### src/rtl/int2float_pkg.sv
// Shared constants and elaboration-time helpers for the int2float converter.
package int2float_pkg;

    localparam int unsigned RND_TRUNC = 0;
    localparam int unsigned RND_RNE   = 1;

    function automatic int unsigned clog2(input int unsigned n);
        int unsigned r;
        r = 0;
        while ((32'd1 << r) < n) r++;
        return r;
    endfunction

    // Internal exponent must hold IN_W-MAN_W+1: the top exponent plus a rounding carry.
    function automatic int unsigned exp_width(input int unsigned in_w, input int unsigned man_w);
        return clog2(in_w - man_w + 2);
    endfunction

endpackage

### src/rtl/int2float_lzc.sv
// Leading-one detector: index of the most significant set bit, plus an all-zero flag.
module int2float_lzc import int2float_pkg::*; #(
    parameter int unsigned W = 11,
    localparam int unsigned PW = (clog2(W) > 0) ? clog2(W) : 1
) (
    input  logic [W-1:0]  data_i,
    output logic [PW-1:0] pos_o,
    output logic          zero_o
);

    always_comb begin
        pos_o = '0;
        for (int unsigned i = 0; i < W; i++) begin
            if (data_i[i]) pos_o = PW'(i);
        end
    end

    assign zero_o = ~|data_i;

endmodule

### src/rtl/int2float_pipe.sv
// Three-stage integer-to-minifloat converter with valid/ready flow control.
// S1: magnitude + leading one, S2: normalise, S3: round, saturate and present.
module int2float_pipe import int2float_pkg::*; #(
    parameter int unsigned IN_W       = 11,
    parameter int unsigned EXP_W      = 4,
    parameter int unsigned MAN_W      = 3,
    parameter bit          SIGNED     = 1'b0,
    parameter int unsigned ROUND_MODE = RND_TRUNC
) (
    input  logic             clk,
    input  logic             rst_n,
    input  logic             in_valid,
    output logic             in_ready,
    input  logic [IN_W-1:0]  in_data,
    output logic             out_valid,
    input  logic             out_ready,
    output logic             out_sign,
    output logic [EXP_W-1:0] out_exp,
    output logic [MAN_W-1:0] out_man,
    output logic             out_inexact,
    output logic             out_ovf
);

    localparam int unsigned PosW    = (clog2(IN_W) > 0) ? clog2(IN_W) : 1;
    localparam int unsigned ExpIntW = exp_width(IN_W, MAN_W);
    localparam int unsigned ExpMax  = (32'd1 << EXP_W) - 1;

    logic s1_valid_q, s2_valid_q, s3_valid_q;
    logic s1_load, s2_load, s3_load;

    // A stage loads when empty or when its word is leaving this cycle.
    assign s3_load  = !s3_valid_q || out_ready;
    assign s2_load  = !s2_valid_q || s3_load;
    assign s1_load  = !s1_valid_q || s2_load;
    assign in_ready = s1_load;

    logic            s1_sign_d, s1_sign_q;
    logic [IN_W-1:0] s1_mag_d, s1_mag_q;
    logic [PosW-1:0] s1_pos_d, s1_pos_q;
    logic            s1_zero_d, s1_zero_q;

    // The most negative input negates to 2^(IN_W-1), still representable unsigned.
    assign s1_sign_d = SIGNED && in_data[IN_W-1];
    assign s1_mag_d  = s1_sign_d ? -in_data : in_data;

    int2float_lzc #(
        .W(IN_W)
    ) u_lzc (
        .data_i(s1_mag_d),
        .pos_o (s1_pos_d),
        .zero_o(s1_zero_d)
    );

    logic               s2_sign_q;
    logic [ExpIntW-1:0] s2_exp_d, s2_exp_q;
    logic [MAN_W-1:0]   s2_man_d, s2_man_q;
    logic               s2_guard_d, s2_guard_q;
    logic               s2_sticky_d, s2_sticky_q;
    logic [IN_W:0]      norm;
    logic [PosW-1:0]    shamt;

    // norm carries one spare zero LSB so the sticky slice exists even at IN_W == MAN_W+2.
    always_comb begin
        shamt       = PosW'(IN_W - 1) - s1_pos_q;
        norm        = {s1_mag_q, 1'b0} << shamt;
        s2_exp_d    = '0;
        s2_man_d    = s1_mag_q[MAN_W-1:0];
        s2_guard_d  = 1'b0;
        s2_sticky_d = 1'b0;
        if (!s1_zero_q && (32'(s1_pos_q) >= MAN_W)) begin
            s2_exp_d    = ExpIntW'(32'(s1_pos_q) - MAN_W + 1);
            s2_man_d    = norm[IN_W-1 -: MAN_W];
            s2_guard_d  = norm[IN_W-1-MAN_W];
            s2_sticky_d = |norm[IN_W-2-MAN_W:0];
        end
    end

    logic               inc;
    logic [MAN_W:0]     man_sum;
    logic [ExpIntW-1:0] exp_rnd;
    logic               ovf;
    logic [EXP_W-1:0]   out_exp_d, out_exp_q;
    logic [MAN_W-1:0]   out_man_d, out_man_q;
    logic               out_inexact_d, out_inexact_q;
    logic               out_ovf_d, out_ovf_q;
    logic               out_sign_q;

    always_comb begin
        inc           = (ROUND_MODE == RND_RNE) && s2_guard_q && (s2_sticky_q || s2_man_q[0]);
        man_sum       = {1'b0, s2_man_q} + (MAN_W + 1)'(inc);
        // A mantissa carry leaves the field at zero and bumps the exponent.
        exp_rnd       = s2_exp_q + ExpIntW'(man_sum[MAN_W]);
        ovf           = 32'(exp_rnd) > ExpMax;
        out_exp_d     = ovf ? '1 : EXP_W'(exp_rnd);
        out_man_d     = ovf ? '1 : man_sum[MAN_W-1:0];
        out_inexact_d = s2_guard_q | s2_sticky_q;
        out_ovf_d     = ovf;
    end

    always_ff @(posedge clk or negedge rst_n) begin
        if (!rst_n) begin
            s1_valid_q    <= 1'b0;
            s1_sign_q     <= 1'b0;
            s1_mag_q      <= '0;
            s1_pos_q      <= '0;
            s1_zero_q     <= 1'b0;
            s2_valid_q    <= 1'b0;
            s2_sign_q     <= 1'b0;
            s2_exp_q      <= '0;
            s2_man_q      <= '0;
            s2_guard_q    <= 1'b0;
            s2_sticky_q   <= 1'b0;
            s3_valid_q    <= 1'b0;
            out_sign_q    <= 1'b0;
            out_exp_q     <= '0;
            out_man_q     <= '0;
            out_inexact_q <= 1'b0;
            out_ovf_q     <= 1'b0;
        end else begin
            if (s1_load) s1_valid_q <= in_valid;
            if (s1_load && in_valid) begin
                s1_sign_q <= s1_sign_d;
                s1_mag_q  <= s1_mag_d;
                s1_pos_q  <= s1_pos_d;
                s1_zero_q <= s1_zero_d;
            end
            if (s2_load) s2_valid_q <= s1_valid_q;
            if (s2_load && s1_valid_q) begin
                s2_sign_q   <= s1_sign_q;
                s2_exp_q    <= s2_exp_d;
                s2_man_q    <= s2_man_d;
                s2_guard_q  <= s2_guard_d;
                s2_sticky_q <= s2_sticky_d;
            end
            if (s3_load) s3_valid_q <= s2_valid_q;
            if (s3_load && s2_valid_q) begin
                out_sign_q    <= s2_sign_q;
                out_exp_q     <= out_exp_d;
                out_man_q     <= out_man_d;
                out_inexact_q <= out_inexact_d;
                out_ovf_q     <= out_ovf_d;
            end
        end
    end

    assign out_valid   = s3_valid_q;
    assign out_sign    = out_sign_q;
    assign out_exp     = out_exp_q;
    assign out_man     = out_man_q;
    assign out_inexact = out_inexact_q;
    assign out_ovf     = out_ovf_q;

endmodule

### config.mk
export PLATFORM = sky130hd
export DESIGN_NAME = int2float_pipe
export DESIGN_NICKNAME = d
export VERILOG_FILES = /design/src/rtl/int2float_pkg.sv /design/src/rtl/int2float_lzc.sv /design/src/rtl/int2float_pipe.sv
export SDC_FILE = /design/constraint.sdc
export NUM_CORES = 1
export LEC_CHECK = 0
export CAP_MARGIN = 20
export CORE_ASPECT_RATIO = 1.5
export CORE_UTILIZATION = 48
export DETAILED_ROUTE_END_ITERATION = 6
export PLACE_DENSITY = 0.68
export SLEW_MARGIN = 15
export SYNTH_ARGS = -nofsm -noshare
export SYNTH_HDL_FRONTEND = slang
export SYNTH_SLANG_ARGS = --single-unit
### constraint.sdc
create_clock -name clk -period 2.6 [get_ports clk]
set_input_delay 0.78 -clock clk [delete_from_list [all_inputs] [get_ports clk]]
set_output_delay 0.78 -clock clk [all_outputs]
set_load 0.02 [all_outputs]
Word level (Yosys, flattened, before mapping)
Index checks and enable logic that the tools add are counted.
{ "classes": {"addsub": 3, "mux": 14, "n_reduce_logical": 14, "n_lt_le_gt_ge": 1, "n_shift": 1, "bitwise_logic": 1} }
{ "ops": {"columns": ["operator", "n"], "rows": [
  ["$mux W4", 4],
  ["$mux W3", 5],
  ["$shl A12 B4 Y11", 1],
  ["$reduce_or A11 Y1", 1],
  ["$reduce_or A7 Y1", 1],
  ["$logic_not A1 Y1", 5],
  ["$add A4 B2 Y4 const B", 1],
  ["$ge A4 B2 Y1 const B", 1],
  ["$logic_and A1 B1 Y1", 4],
  ["$mux W2", 2],
  ["$sub A4 B2 Y4 const B", 1],
  ["$sub A4 B4 Y4 const A", 1],
  ["$logic_or A1 B1 Y1", 3],
  ["$mux W1", 3],
  ["$or A1 B1 Y1", 1]
]} }
{ "word_totals": {"inputBits": 15, "register_bits": 36, "output_inout_bits": 12, "wordCells": 47} }

Longest topological paths before layout
Gate-level depths: netlist of the first run.
{ "logic_depth": {"ltp_word": 10, "depth_mapped": 8, "depth_no_buf": 7} }

Cells and area by module
Synthesis of the first run repeated with hierarchy kept, for this count alone.
{ "hier_totals": {"hier_cells": 164, "area_unflattened_um2": 1909.3} }
{ "by_module_without_submodules": {"columns": ["module", "instances", "seq_area_each_um2", "area_per_inst_um2", "cells_each"], "rows": [
  ["int2float_pipe", 1, 875.8, 1804.2, 147],
  ["int2float_lzc", 1, 0.0, 105.1, 17]
]} }

Least setup slack after synthesis of the first run
Ideal clock, no wire load.
{ "synth_timing": {"path_type": "input to register", "startpoint": "input out_ready", "endpoint": "register s1_mag_q[0]", "stages": 4, "path_slack_ps": 429, "arrival_time_ps": 2046, "setup_ps": 125, "path_buffers": 1, "required_ps": 2475, "path_cell_list": "nand4b_1 nand2_1 clkbuf_1 mux2_2"} }
{ "synth_between": {"elab_chain_len": 4} }
{ "synth_lines": {"columns": ["item", "line", "rtl"], "rows": [
  ["from (decl)", "int2float_pipe.sv:16", "input logic out_ready,"],
  ["$logic_or A1 B1 Y1", "int2float_pipe.sv:32", "assign s3_load = !s3_valid_q || out_ready;"],
  ["$logic_or A1 B1 Y1", "int2float_pipe.sv:33", "assign s2_load = !s2_valid_q || s3_load;"],
  ["$logic_or A1 B1 Y1", "int2float_pipe.sv:34", "assign s1_load = !s1_valid_q || s2_load;"],
  ["$logic_and A1 B1 Y1", "int2float_pipe.sv:121", "if (s1_load && in_valid) begin"],
  ["to (signal assigned)", "int2float_pipe.sv:123", "s1_mag_q <= s1_mag_d;"],
  ["to (decl)", "int2float_pipe.sv:38", "logic [IN_W-1:0] s1_mag_d, s1_mag_q;"]
]} }
No other way between the ends.
A chain may end at the register's enable or synchronous reset.

Final worst setup path of the first run
{ "layout_timing": {"startpoint": "input out_ready", "endpoint": "output in_ready"} }
{ "layout_between": {"elab_chain_len": 3} }
{ "layout_lines": {"columns": ["item", "line", "rtl"], "rows": [
  ["$logic_or A1 B1 Y1", "int2float_pipe.sv:32", null],
  ["$logic_or A1 B1 Y1", "int2float_pipe.sv:33", null],
  ["$logic_or A1 B1 Y1", "int2float_pipe.sv:34", null],
  ["to (decl)", "int2float_pipe.sv:13", "output logic in_ready,"]
]} }
No other way between the ends.

==> reports/results.txt, run 1 <==
The clock transition at the register clock pins on the worst setup and hold paths after CTS was 0.06 ns. The run gives 0 as the yosys synthesis warning count. The run gives 27 as the I/O pin count. For this design, the sink count on the clock tree is 35. The number of placement rows is 27. The sequential element share of the synthesized area is 0.477. The synthesized design contains 0 enable-type register cells. Highest-delay cell along the critical path: sky130_fd_sc_hd__clkdlybuf4s50_1. For the routed wire length, the log shows 3530 µm.

After detailed routing, the average wire length per cell comes to 14.7 µm. TritonCTS built the clock tree. STA puts the critical path data arrival time at 1.77 ns. Yosys mapped the design onto 42 distinct sky130hd cell types. The routed layout has 1377 vias. The critical path crosses 3 cells after its start point. The tools report the cell leakage power as 0.000960 µW.

The floorplan step defined a die boundary enclosing 4080 µm². Max-slew violation count: 0. The depth of the worst register-to-register path was 7. Setup repair after global routing left no endpoint under its margin. The fraction of layout cells with a size suffix above 1 was 0.162.

The top cell types in the final layout, fill and taps aside, are 35 x sky130_fd_sc_hd__dfrtp_1, 23 x sky130_fd_sc_hd__clkdlybuf4s50_1, 21 x sky130_fd_sc_hd__mux2_2. The internal portion of the total power is 1180 µW. The number of hold buffers added after CTS was 0.

The proportion of synthesized flip-flops having asynchronous set or reset was 1.00. Cell accounting for the most synthesized area: sky130_fd_sc_hd__dfrtp_1. Cell count after synthesis: 168. The run gives 0.604 as the core occupancy in the finished layout. The type of element launching the critical path was a primary input. Top cell family by delay on the critical path: buffers and inverters.

The run gives 0.29 ns as the clock network latency to the later pin of the worst-skew pair. The H-tree was split into 2 levels. The run gives 392 MHz as the peak clock frequency supported by timing.

Counting flops and latches in the post-synthesis netlist gives 35. The number of endpoints with negative hold slack in the final report is 0, and the signed area change from the synthesized netlist to the final layout is 19.9%. For the total placed cells including tap cells, the log shows 232. After floorplanning, the core was sized to cover 3650 µm². From left edge to right edge, the die measures 52.5 µm.

The power dissipated by switching net loads was 571 µW; the maximum number of buffers from clock root to sink was 2. The average size of a mapped cell was 10.9 µm²; the final worst clock skew was 0.00639 ns. By area the synthesized netlist is led by sky130_fd_sc_hd__dfrtp_1 48%, sky130_fd_sc_hd__mux2_2 13%, sky130_fd_sc_hd__nand2_1 3.5%. The proportion of netlist area held by the largest area contributor was 0.477. The per-cell via count in the routed design works out to 5.74. Number of buffers and inverters on the critical path: 2. The repair_antennas step left the layout with diodes totalling 0. The tree is rooted in a sky130_fd_sc_hd__clkbuf_8. Across the VDD grid, the largest voltage drop is 0.437 mV. Entering global routing, the biggest net connects 36 pins.

The final non-filler cell total was 240. For this run, the leading register cell type out of synthesis is sky130_fd_sc_hd__dfrtp_1. The fraction of power consumed by combinational cells was 0.351. The mapped netlist covers 1840 µm².

Overall global routing resource usage: 0.197. The count of nets after finishing is 216. The largest incremental delay on the critical path was 0.43 ns; the DRC violations left was 0. Routability-driven placement finished with a final weighted congestion of 0.819. For the worst slew margin relative to its limit, the log shows 0.595. The number of detailed-route iterations in the first pass is 4. The library cell used most frequently in the layout, excluding fill and tap cells, is sky130_fd_sc_hd__dfrtp_1.

The cell count of the worst hold path was 2. The initial core utilization was 0.503; the number of nets with antenna violations after detailed routing was 0. Of all nets on the critical path, the largest fanout is 3.

Detailed placement finished with a half-perimeter wire length of 2690 µm. Measured along the y axis, the die boundary spans 77.8 µm. The design draws 1750 µW. Proportion of power drawn by the clock network: 0.213.

The final number of setup-violating endpoints is 0, and the transition time at the pin with the least slew margin is 0.602 ns. The final period utilization is 0.981. The count of max-cap constraint violations is 0, and the power per unit of standard cell area is 795 nW/µm². TritonCTS buffer count: 5. The number of input and output port buffers inserted came out at 24.

The flow ran to the end, and the final reports show no timing, DRC or antenna violations. The via count of the first global-routing pass came out at 1353. The share of total power consumed by net switching was 0.326; the total congestion overflow was 0. The logs give 0.52 ns for the setup slack of the worst register-to-register path and 6040 µm for the first-pass GRT wire length.

The initial antenna violation count was 0. The type of element capturing the critical path was an output pin. The class of the most critical hold timing path is flop to flop. Walking the worst path, the cells encountered are clkdlybuf4s50_1 > nand4b_1 > clkdlybuf4s15_1. After the first detailed-routing iteration, the DRC count stood at 33. The sequential fraction of design power came out at 0.436. For the post-CTS setup repair buffer count, the log shows 0.

The worst setup path is of the primary input to output pin kind. The worst path in the final design needs a cycle of 2.55 ns, including I/O delays and setup. At the worst endpoint, the required time is 1.82 ns.
[cell usage after synthesis (2+ instances only)]
| cell type | n |
|---|---|
| sky130_fd_sc_hd__dfrtp_1 | 35 |
| sky130_fd_sc_hd__mux2_2 | 21 |
| sky130_fd_sc_hd__nand2_1 | 17 |
| sky130_fd_sc_hd__o21ai_0 | 12 |
| sky130_fd_sc_hd__inv_1 | 6 |
| sky130_fd_sc_hd__mux2i_1 | 6 |
| sky130_fd_sc_hd__nor2_1 | 6 |
| sky130_fd_sc_hd__ha_1 | 5 |
| sky130_fd_sc_hd__nand2b_1 | 5 |
| sky130_fd_sc_hd__nor3_1 | 5 |
| sky130_fd_sc_hd__nor2b_1 | 4 |
| sky130_fd_sc_hd__a211oi_1 | 3 |
| sky130_fd_sc_hd__a21oi_1 | 3 |
| sky130_fd_sc_hd__clkbuf_1 | 3 |
| sky130_fd_sc_hd__nand4_1 | 3 |
| sky130_fd_sc_hd__a21boi_0 | 2 |
| sky130_fd_sc_hd__and3_1 | 2 |
| sky130_fd_sc_hd__buf_4 | 2 |
| sky130_fd_sc_hd__mux4_2 | 2 |
| sky130_fd_sc_hd__nand3_1 | 2 |
| sky130_fd_sc_hd__o21bai_1 | 2 |
| sky130_fd_sc_hd__xnor2_1 | 2 |
[worst min-delay path, cell delays in order, from the launching register on]
cell and delay (ns):
sky130_fd_sc_hd__dfrtp_1 0.34, sky130_fd_sc_hd__nand2_1 0.04, sky130_fd_sc_hd__o21ai_0 0.06
[power by group through the flow]
| stage | Clock (µW) | Sequential [µW] | Combinational (µW) |
|---|---|---|---|
| 2_1_floorplan | 0 | 822 | 339 |
| 3_3_place_gp | 0 | 766 | 603 |
| 3_5_place_dp | 0 | 777 | 616 |
| 4_1_cts | 378 | 767 | 618 |
| 5_1_grt | 405 | 783 | 677 |
| 6_report | 373 | 764 | 615 |
[metal layers]
metal	part of all wire	track usage	up-vias	wire length, µm
li1	-	-	662	-
met1	0.40	0.220	671	1410
met2	0.54	0.346	37	1910
met3	0.044	0.0529	7	157
met4	0.014	0.0684	0	51
met5	0	0	-	0
[cell families (layout without fill, tap and decap cells)]
logic type	Yosys count	after routing	synth area share
simple gates	49	49	0.136
flops	35	35	0.477
compound gates	33	33	0.119
mux	29	29	0.186
buf+inv	13	41	0.0320
fa+ha+maj	5	5	0.0341
xor+xnor	3	3	0.0143
other cells	1	2	0.00204
[final timing paths]
check | endpoint | start
worst max-delay path | in_ready | out_ready
min in group asynchronous | s1_valid_q$_DFFE_PN0N_ | rst_n
worst min-delay path | s2_exp_q[2]$_DFFE_PN0P_ | s2_exp_q[2]$_DFFE_PN0P_
worst min register to register | s2_exp_q[2]$_DFFE_PN0P_ | s2_exp_q[2]$_DFFE_PN0P_
worst max register to register | s2_man_q[1]$_DFFE_PN0P_ | s1_pos_q[2]$_DFFE_PN0P_
max in group asynchronous | s1_mag_q[4]$_DFFE_PN0P_ | rst_n
[stage by stage]
stage | area (µm²) | hold WS (ns) | TNS (ns) | setup WS (ns)
after floorplan | 1840 | 0.445 | 0 | 0.429
after global placement | 2120 | 0.463 | -0.206 | -0.206
after detailed placement | 2120 | 0.474 | -0.232 | -0.232
after CTS | 2200 | 0.489 | 0 | 0.0234
after global routing | 2200 | 0.519 | 0 | 0.00975
final | 2200 | 0.479 | 0 | 0.0494
[sequential cells by signal, summed over array words and instances (netlist names)]
signal / cells
s2_valid_q: 1
s1_valid_q: 1
out_exp: 4
s2_guard_q: 1
out_man: 3
s1_pos_q: 4
s1_zero_q: 1
out_valid: 1
s2_exp_q: 4
out_inexact: 1
s1_mag_q: 10
s2_sticky_q: 1
s2_man_q: 3
[final cells by class]
type | count | area, µm²
repair buffers | 27 | 263
multi-input cells | 121 | 906
well taps | 43 | 53.8
flip-flops and latches | 35 | 876
clock buffers | 7 | 76.3
fillers | 327 | 1450
inverters | 6 | 22.5
clock inverters | 1 | 5.00
[what timing repair did]
action / in CTS / in global routing
endpoints found under the setup margin: 1 / 1
hold endpoints to repair: 0 / 0
gates resized for setup: 1 / 1
pin swaps: 0 / 0
(Power assumes the default switching activity.)
==> run 2: changes to the inputs <==
--- a/config.mk
+++ b/config.mk
@@ -6,11 +6,12 @@
 export NUM_CORES = 1
 export LEC_CHECK = 0
 export CAP_MARGIN = 20
+export CELL_PAD_IN_SITES_DETAIL_PLACEMENT = 0
+export CELL_PAD_IN_SITES_GLOBAL_PLACEMENT = 1
 export CORE_ASPECT_RATIO = 1.5
-export CORE_UTILIZATION = 48
+export CORE_UTILIZATION = 42
 export DETAILED_ROUTE_END_ITERATION = 6
-export PLACE_DENSITY = 0.68
-export SLEW_MARGIN = 15
+export PLACE_DENSITY = 0.74
 export SYNTH_ARGS = -nofsm -noshare
 export SYNTH_HDL_FRONTEND = slang
 export SYNTH_SLANG_ARGS = --single-unit
==> run 2 against run 1 <==
Critical path depth is the same; register-to-register slack is essentially flat; non-clock buffer count is the same; power shrank 0.31%; die area grew 14%; clock power shrank 2%; clock skew grew 0.00052 ns; design area grew 0.17%.
==> reports/results.txt, run 2 (synthesized netlist as in run 1, its figures left out) <==
The via count of the first global-routing pass was 1336 (-1.3%); the wire length per cell was 14.7 µm (-0.51%). The logs give 2 (unchanged) for the maximum number of buffers from clock root to sink and 216 (unchanged) for the count of nets after finishing. In this run the clock root is driven by a sky130_fd_sc_hd__clkbuf_8. The tools report the power dissipated by switching net loads as 566 µW (-0.90%).

The run gives 0.580 (-0.0157) as the worst slew margin relative to its limit. For the clock network latency to the later pin of the worst-skew pair, the log shows 0.28 ns (about the same). The run gives 2750 µm (+2.0%) as the estimated wirelength of the detail-placed design. The number of input and output port buffers inserted was 24 (unchanged); the number of detailed-route iterations in the first pass was 4 (unchanged). Final estimated routing congestion in global placement: 0.841 (+2.6%).

Ranked by flip-flop count, first place goes to s1_mag_q. Clock sink count: 35 (unchanged). Leaving out fill and tap cells, the most frequent cell in the layout is sky130_fd_sc_hd__dfrtp_1. The number of DRC violations after detailed-routing iteration 0 is 42 (+27%), and the overall global routing resource usage is 0.161 (-0.0356). The tools report the overall die area as 4650 µm² (+14%).

The peak supply drop is 0.485 mV (+11%). The tightest min-delay check is of the flop to flop type. The clock transition at the register clock pins on the worst setup and hold paths after CTS is 0.06 ns (about the same), and the final period utilization is 0.979 (-0.00168). Total congestion overflow: 0 (unchanged). The worst setup path is of the primary input to output pin kind. The logs give 0 (unchanged) for the initial antenna violation count and 0 (unchanged) for the max-slew violation count. The proportion of power drawn by the clock network was 0.210 (-0.003); the cell leakage power was 0.000960 µW (unchanged). The number of flip-flops in the largest register came out at 10 (unchanged). The tools report the maximum number of pins on one net before global-route repair as 36 (unchanged). Sequential fraction of design power: 0.437 (about the same).

The number of nets with antenna violations after detailed routing came out at 0 (unchanged). The first-pass GRT wire length was 5950 µm (-1.6%); the number of placement rows was 29 (+7.4%). The tools report the arrival time at the worst endpoint as 1.77 ns (about the same). The run finished with clean final reports. Leaving out fill and tap cells, the most frequent cells in the layout are 35 x sky130_fd_sc_hd__dfrtp_1, 23 x sky130_fd_sc_hd__clkdlybuf4s50_1, 21 x sky130_fd_sc_hd__mux2_2. The worst slack at placement is -0.231 ns (+0.00139 ns). The depth of the worst register-to-register path works out to 7 (unchanged). The logs give 0.353 (+0.002) for the fraction of power consumed by combinational cells and 0.436 (-0.0670) for the initial core utilization. For the final number of setup-violating endpoints, the log shows 0 (unchanged).

The run gives 0 (unchanged) as the antenna diode count. For the peak clock frequency supported by timing, the log shows 393 MHz (+0.17%). The required time at the worst-slack endpoint is 1.82 ns (about the same). Compared with the post-synthesis result, the final layout area differs by 20.1%. The fraction of layout cells with a size suffix above 1 was 0.162 (unchanged).

For the total non-filler cell area in the finished layout, the log shows 2210 µm² (+0.17%). TritonCTS built the clock tree. The highest fanout seen on the critical path came out at 3 (unchanged).

The share of total power consumed by net switching is 0.324 (-0.00191), and the final worst slack is 0.0537 ns (+0.00436 ns). The area inside the core boundary was 4210 µm² (+15%); the TritonCTS buffer count was 5 (unchanged). The transition time at the pin with the least slew margin is 0.626 ns (+0.0234 ns), and the DRC violations left is 0 (unchanged). Count of max-cap constraint violations: 0 (unchanged).

Setup repair after global routing left no endpoint under its margin. The I/O pin count was 27 (unchanged); the number of endpoints with negative hold slack in the final report was 0 (unchanged). The final worst clock skew was 0.00691 ns (+0.000525 ns); the per-cell via count in the routed design was 5.63 (-1.8%). The cell count of the worst hold path came out at 2 (unchanged). The y dimension of the die was 83.0 µm (+6.7%); the H-tree depth reported by CTS was 2 (unchanged).

The type of element capturing the critical path was an output pin. The power per unit of standard cell area came out at 791 nW/µm² (-0.48%). The total power of the final layout is 1750 µW (-0.31%). Internal power component: 1180 µW (about the same). Type of element launching the critical path: a primary input. The routed wire length came out at 3560 µm (+0.74%).

Layout filler cell count: 374 (+14%). The run gives 0 ns (unchanged) as the setup TNS. The number of vias in the routed layout is 1369 (-0.58%). Time the final worst path needs with I/O delays and setup: 2.55 ns (-0.00436 ns).

Cell area reported after detailed placement: 2120 µm² (+0.18%). The die extent in x was 56.0 µm (+6.6%). Hold slack: 0.473 ns (-0.00658 ns).
-- run 2: cell counts in the layout (fill, tap and decap cells not counted) --
Identical to the previous run, type by type.
-- run 2: worst max-delay path, cell delays in order --
cell                              delay [ns]
sky130_fd_sc_hd__clkdlybuf4s50_1        0.43
sky130_fd_sc_hd__nand4b_1               0.23
sky130_fd_sc_hd__clkdlybuf4s15_1        0.32
-- run 2: layout make-up --
type                            instances  area (µm²)  share of cell area
Multi-Input combinational cell        121         906               0.411
Sequential cell                        35         876               0.397
Timing Repair Buffer                   27         263               0.119
Inverter                                6        22.5              0.0102
Clock buffer                            7        76.3              0.0346
Tap cell                               46        57.6              0.0261
Clock inverter                          1        5.00             0.00227
-- run 2: repair_timing --
item	4_1_cts	5_1_grt
resized for setup	1	1
hold buffers	0	0
pin swaps	0	0
setup buffers	0	0
endpoints found under the setup margin	1	1
-- run 2: power by group through the flow --
stage | Sequential (µW) | Combinational [µW] | Clock, µW
final | 762 | 617 | 366
after global placement | 766 | 608 | 0
after CTS | 764 | 621 | 382
after floorplan | 822 | 339 | 0
after global routing | 784 | 667 | 402
after detailed placement | 775 | 619 | 0
-- run 2: path summary, 6_finish.rpt --
kind                                         start                 endpoint  slack [ns]
max                                      out_ready                 in_ready        0.05
min reg2reg                s2_exp_q[0]$_DFFE_PN0P_  s2_exp_q[0]$_DFFE_PN0P_        0.47
min                        s2_exp_q[0]$_DFFE_PN0P_  s2_exp_q[0]$_DFFE_PN0P_        0.47
min in group asynchronous                    rst_n   s1_valid_q$_DFFE_PN0N_        0.92
max reg2reg                s1_pos_q[2]$_DFFE_PN0P_  s2_man_q[1]$_DFFE_PN0P_        0.52
max in group asynchronous                    rst_n  s1_mag_q[0]$_DFFE_PN0P_        1.37
-- run 2: through the flow --
stage / cells / util
floorplan: 169 / -
global placement: 235 / 0.505
detailed placement: 235 / 0.505
CTS: 243 / 0.524
global route: 243 / 0.524
finish: 243 / 0.524
-- run 2: layer usage --
layer  vias to the layer above  GRT usage  part of all wire
met1                       655      0.172              0.40
met2                        43      0.290              0.53
met3                        12     0.0327             0.041
li1                        659          -                 -
met4                         0     0.0887             0.027
met5                         -          0                 0
